`src/rtl/heartbeat_supervisor.sv`:
```
// heartbeat_supervisor
//   Supervises the Ariane core through an external heartbeat path-selector
//   timer. It keeps the timer armed, kicks it on every core heartbeat, and
//   runs a revive sequence when the timer times out: a timed core reset pulse
//   followed by a boot grace period. After MAX_RETRIES consecutive revives
//   without a good heartbeat, it latches a sticky fault and holds the core in
//   reset until clr_fault.
//
// Parameters
//   REVIVE_CYCLES  cycles core_rst_n is held low per revive (1..65535)
//   BOOT_CYCLES    grace cycles after a revive before re-arming (1..65535)
//   MAX_RETRIES    consecutive revives allowed before FAULT (1..255)
//
// Ports
//   clk           system clock
//   rstn          asynchronous active-low reset
//   enable        supervision enable (level)
//   hb_pulse      core heartbeat, single-cycle pulse
//   clr_fault     fault clear, single-cycle pulse (only acted on in FAULT)
//   sel_wait_end  timer wait_end_signal
//   sel_path      timer path_signal (1 = timeout)
//   sel_start     timer start_signal
//   sel_reset     timer reset_signal
//   core_rst_n    core reset request, active low
//   fault         retries exhausted, sticky until clr_fault
//   retry_cnt     consecutive revives since the last good heartbeat
//   revive_total  total revives since rstn, saturating at 255
//   state         current FSM state encoding

module heartbeat_supervisor #(
    parameter int unsigned REVIVE_CYCLES = 16,
    parameter int unsigned BOOT_CYCLES   = 1024,
    parameter int unsigned MAX_RETRIES   = 3
) (
    input  logic       clk,
    input  logic       rstn,
    input  logic       enable,
    input  logic       hb_pulse,
    input  logic       clr_fault,
    input  logic       sel_wait_end,
    input  logic       sel_path,
    output logic       sel_start,
    output logic       sel_reset,
    output logic       core_rst_n,
    output logic       fault,
    output logic [7:0] retry_cnt,
    output logic [7:0] revive_total,
    output logic [2:0] state
);

    typedef enum logic [2:0] {
        IDLE    = 3'd0,
        ARM     = 3'd1,
        WAIT    = 3'd2,
        KICK    = 3'd3,
        REVIVE  = 3'd4,
        RECOVER = 3'd5,
        FAULT   = 3'd6
    } state_t;

    localparam logic [15:0] REVIVE_LOAD = 16'(REVIVE_CYCLES);
    localparam logic [15:0] BOOT_LOAD   = 16'(BOOT_CYCLES);
    localparam logic [7:0]  RETRY_MAX   = 8'(MAX_RETRIES);

    state_t      cur;
    logic        hb_pend;
    logic [15:0] phase_cnt;
    logic [7:0]  retry_q;
    logic [7:0]  total_q;

    always_ff @(posedge clk or negedge rstn) begin
        if (!rstn) begin
            cur       <= IDLE;
            hb_pend   <= 1'b0;
            phase_cnt <= '0;
            retry_q   <= '0;
            total_q   <= '0;
        end else begin
            case (cur)
                IDLE: begin
                    hb_pend <= 1'b0;
                    if (enable) begin
                        cur <= ARM;
                    end
                end

                // One-cycle hold-off so the timer can drop a stale wait_end;
                // a heartbeat landing here is remembered for WAIT.
                ARM: begin
                    if (hb_pulse) begin
                        hb_pend <= 1'b1;
                    end
                    cur <= enable ? WAIT : IDLE;
                end

                // Heartbeat has priority over a simultaneous timeout.
                WAIT: begin
                    if (!enable) begin
                        cur <= IDLE;
                    end else if (hb_pulse || hb_pend) begin
                        cur     <= KICK;
                        hb_pend <= 1'b0;
                        retry_q <= '0;
                    end else if (sel_path && sel_wait_end) begin
                        if (retry_q < RETRY_MAX) begin
                            cur       <= REVIVE;
                            retry_q   <= retry_q + 8'd1;
                            phase_cnt <= REVIVE_LOAD;
                            if (total_q != 8'hFF) begin
                                total_q <= total_q + 8'd1;
                            end
                        end else begin
                            cur <= FAULT;
                        end
                    end
                end

                KICK: begin
                    if (hb_pulse) begin
                        hb_pend <= 1'b1;
                    end
                    cur <= ARM;
                end

                // Reset pulse runs to completion regardless of enable.
                REVIVE: begin
                    hb_pend <= 1'b0;
                    if (phase_cnt == 16'd1) begin
                        cur       <= RECOVER;
                        phase_cnt <= BOOT_LOAD;
                    end else begin
                        phase_cnt <= phase_cnt - 16'd1;
                    end
                end

                // Boot grace also runs to completion; enable is only looked
                // at on expiry to choose between re-arming and going idle.
                RECOVER: begin
                    if (hb_pulse) begin
                        hb_pend <= 1'b1;
                    end
                    phase_cnt <= phase_cnt - 16'd1;
                    if (phase_cnt == 16'd1) begin
                        cur <= enable ? ARM : IDLE;
                    end
                end

                FAULT: begin
                    hb_pend <= 1'b0;
                    if (clr_fault) begin
                        retry_q <= '0;
                        cur     <= IDLE;
                    end
                end

                default: begin
                    cur <= IDLE;
                end
            endcase
        end
    end

    // All outputs decode directly from registered state.
    assign sel_start    = (cur == ARM) || (cur == WAIT) || (cur == KICK);
    assign sel_reset    = (cur == KICK);
    assign core_rst_n   = !((cur == REVIVE) || (cur == FAULT));
    assign fault        = (cur == FAULT);
    assign retry_cnt    = retry_q;
    assign revive_total = total_q;
    assign state        = cur;

endmodule

```
`config.mk`:
```
export PLATFORM = sky130hd
export DESIGN_NAME = heartbeat_supervisor
export DESIGN_NICKNAME = d
export VERILOG_FILES = /design/src/rtl/heartbeat_supervisor.sv
export SDC_FILE = /design/constraint.sdc
export NUM_CORES = 1
export LEC_CHECK = 0
export CORE_MARGIN = 10
export CORE_UTILIZATION = 35
export DETAILED_ROUTE_END_ITERATION = 8
export SYNTH_ARGS = -nofsm -noshare
export SYNTH_HDL_FRONTEND = slang
export SYNTH_SLANG_ARGS = --single-unit
```
`constraint.sdc`:
```
create_clock -name clk -period 2.4 [get_ports clk]
set_input_delay 0.72 -clock clk [delete_from_list [all_inputs] [get_ports clk]]
set_output_delay 0.72 -clock clk [all_outputs]
set_load 0.005 [all_outputs]
```
==> metrics.md <==
| Metric | Value |
|---|---|
| Dpl hpwl | `~3.3 mm` |
| Worst path arrival time | `about 1.6 ns` |
| Most common cell after layout, fill and taps aside | `dfrtp_1` |
| Number of library cell types mapped by synthesis | `41` |
| Max-cap violation count | `0` |
| Crit path time final | `between 2 and 2.5 ns` |
| Worst Path Buf+Inv | `3` |
| CTS tree | `yes` |
| Seq cells post-synth | `36` |
| Vias in the first global route | `1591` |
| CTS Buf Count | `5` |
| Setup Skew | `approximately 0.0027 ns` |
| Pwr/cell area | `~1100 mW/mm2` |
| Cts hold-fix bufs | `0` |
| Worst R2R End | `state[0]$_DFFE_PN0P_` |
| DRT Wirelength | `around 4.5 mm` |
| Cells on worst reg2reg path | `5` |
| CP Cell Sequence | `inv_1, buf_4, a21oi_1, clkdlybuf4s50_1` |
| Synthesis warning total | `0` |
| Final Hold Fails | `0` |
| Rel. slew slack | `between 60% and 70%` |
| Vias post-DR | `1676` |
| H-tree Lvls | `2` |
| Mapped Cells | `~200` |
| Clk sinks | `36` |
| CP max stage delay | `approximately 0.52 ns` |
| Worst-path clk slew | `about 0.070 ns` |
| Main synth FF type | `dfrtp_1` |
| Num ports | `30` |
| N_diodes | `0` |
| Critical path fanouts, max | `7` |
| Share of cells above drive strength 1 | `~15%` |
| Area Overhead vs Synth | `34.73%` |
| Util after Layout | `approximately half` |
| DR WL/cell | `13.95 um` |
| IO buf count | `29` |
| Die height | `approximately 94 um` |
| DRC viols | `0` |
| CTS Root Cell | `clkbuf_8` |
| Max Slew Vio Count | `0` |
| Avg Synthesized Cell Area | `around 9.5 um2` |
| Register-to-register setup slack | `0.20 ns` |
| HP Class | `in2async` |
| Fraction of synthesis flops using an asynchronous set or reset pin | `100.0%` |
| Required time of the critical path | `~1.7 ns` |
| Drt first pass iters | `5` |
| Post-route ant nets | `0` |
| CP startpoint kind | `flop` |
| VDD IR max | `0.0004239 V` |
| Largest delay share family, worst path | `buffers and inverters` |
| Post-route clock period utilization | `a little over nine tenths` |
| Die W | `93.93 um` |
| Register area share after synthesis | `between 40% and 50%` |
| Worst Tran Pin Value | `0.4820 ns` |
| Final setup fails | `0` |
| Placer congestion estimate | `0.7779` |
| Global-route wire length before repair | `~7.6 mm` |
| Pwr Total | `between 2 and 3 mW` |
| Post-Syn Nets | `between 200 and 250` |
| Net count, final | `between 200 and 300` |
| Initial antenna violation count | `0` |
| Post-synth EDFFs | `0` |
| FF-to-FF Start | `phase_cnt[7]$_DFFE_PN0P_` |
| Overall Global Routing Usage | `10.62%` |
| Final worst hold slack | `about 0.37 ns` |
| Leakage | `around 1.1 nW` |
| Starting Density | `36.75%` |
| Post-Layout Inst Area | `between 0.002 and 0.003 mm2` |
| Pre-CTS setup slack | `-0.09154 ns` |
| CTS max path bufs | `2` |
| Outcome | `complete, no violations` |
| Largest net degree at the start of global routing | `25` |
| Commonest non-fill, non-tap cells in the layout | `dfrtp_1, clkdlybuf4s50_1, buf_4` |
| Critical path class | `reg2out` |
| Row cnt | `26` |
| Later-pin clock latency in the skew report | `0.28 ns` |
| Congestion Overflow GR | `0` |
| Total core area | `around 0.0052 mm2` |
| Mapped cell area | `between 0.0015 and 0.002 mm2` |
| RSZ-0062 raised after global routing | `no` |
| Placed inst area | `~0.0024 mm2` |
| Worst path slowest cell | `clkdlybuf4s50_1` |
| Max Clk Rate | `432.5 MHz` |
| DR vias/cell | `around 5.2` |
| Initial DRC Count | `96` |
| Worst Slack Setup Final | `slightly below 0.09 ns` |
| Die ar. | `between 0.008 and 0.009 mm2` |
| Crit. End Element | `output port` |
==> cell families after synthesis <==
logic type / count (synthesis) / share of synthesized area [%]
xor gates and xnor gates: 7 / 3.205
and+or+nand+nor: 80 / 24.00
DFF: 36 / 47.09
adders and majority gates: 4 / 2.616
AOI/OAI and AO/OA: 54 / 18.38
buffers and inverters: 18 / 3.597
muxes: 2 / 1.112
==> worst max-delay path by stage <==
| stage | slack [ns] | from | cells past startpoint | to |
|---|---|---|---|---|
| 2_1_floorplan | 0.28 | phase_cnt[1]$_DFFE_PN0P_ | 9 | phase_cnt[3]$_DFFE_PN0P_ |
| 6_report | 0.09 | state[0]$_DFFE_PN0P_ | 4 | sel_start |
| 3_5_place_dp | -0.09 | enable | 6 | revive_total[1]$_DFFE_PN0P_ |
| 5_1_grt | 0.01 | state[1]$_DFFE_PN0P_ | 3 | sel_reset |
| 3_3_place_gp | -0.06 | enable | 6 | revive_total[1]$_DFFE_PN0P_ |
| 4_1_cts | 0.04 | state[0]$_DFFE_PN0P_ | 4 | sel_start |
==> worst register-to-register path, delay by kind of cell (launching register included) <==
| kind | cells | cell delay (ns) |
|---|---|---|
| AND/OR/NAND/NOR | 5 | 1.70 |
| flip-flops | 1 | 0.43 |
==> registers in the layout, summed over array words and instances, names as in the netlist <==
signal,count
phase_cnt,16
retry_cnt,8
revive_total,8
state,3
hb_pend,1
==> through the flow <==
step,TNS (ns),cells
2_1_floorplan,0,201
3_3_place_gp,-0.1380,311
3_5_place_dp,-0.7039,311
4_1_cts,0,319
5_1_grt,0,320
6_report,0,320
==> layer usage <==
metal  GRT usage, %  share of wire [%]
met4          4.937                1.6
met3          3.038                5.1
met5              0                  0
met2          16.88                 48
met1          12.93                 45
==> synth_stat cells (2+ instances only) <==
cell	n	area (um2)
nand2b_1	6	37.54
inv_1	10	37.54
a32o_1	2	20.02
or3_4	3	33.78
dfrtp_1	36	900.9
a21o_1	2	15.01
or3_1	3	18.77
nand4_1	7	43.79
a21oi_1	13	65.06
nor4_1	5	31.28
nand3_1	4	20.02
a31oi_1	12	75.07
nand2_1	12	45.04
and2_0	2	12.51
o22ai_1	5	31.28
nor2_1	9	33.78
o21ai_0	9	45.04
xnor2_1	6	52.55
clkbuf_1	6	22.52
nor2b_1	8	50.05
ha_1	4	50.05
and3_1	4	25.02
o31ai_1	2	15.01
a41oi_1	2	17.52
or4_1	4	30.03
nor3_1	10	50.05
==> what timing repair did <==
item,4_1_cts,5_1_grt
setup buffers,0,1
resized for setup,2,2
endpoints found under the setup margin,2,3
==> report_power, final <==
group / switching (mW) / internal, mW / total, mW
Combinational: 0.543 / 0.522 / 1.07
Sequential: 0.197 / 0.762 / 0.959
Clock: 0.221 / 0.520 / 0.741
Total: 0.962 / 1.80 / 2.77
==> cell type report <==
cell class | instances | area, um2
Sequential cell | 36 | 902.1
Multi-Input combinational cell | 147 | 955.9
Inverter | 10 | 37.54
Clock buffer | 5 | 68.82
Fill cell | 495 | 2628
Tap cell | 70 | 87.58
Timing Repair Buffer | 49 | 435.4
Clock inverter | 3 | 90.09
Power figures use the tool's default switching activity.
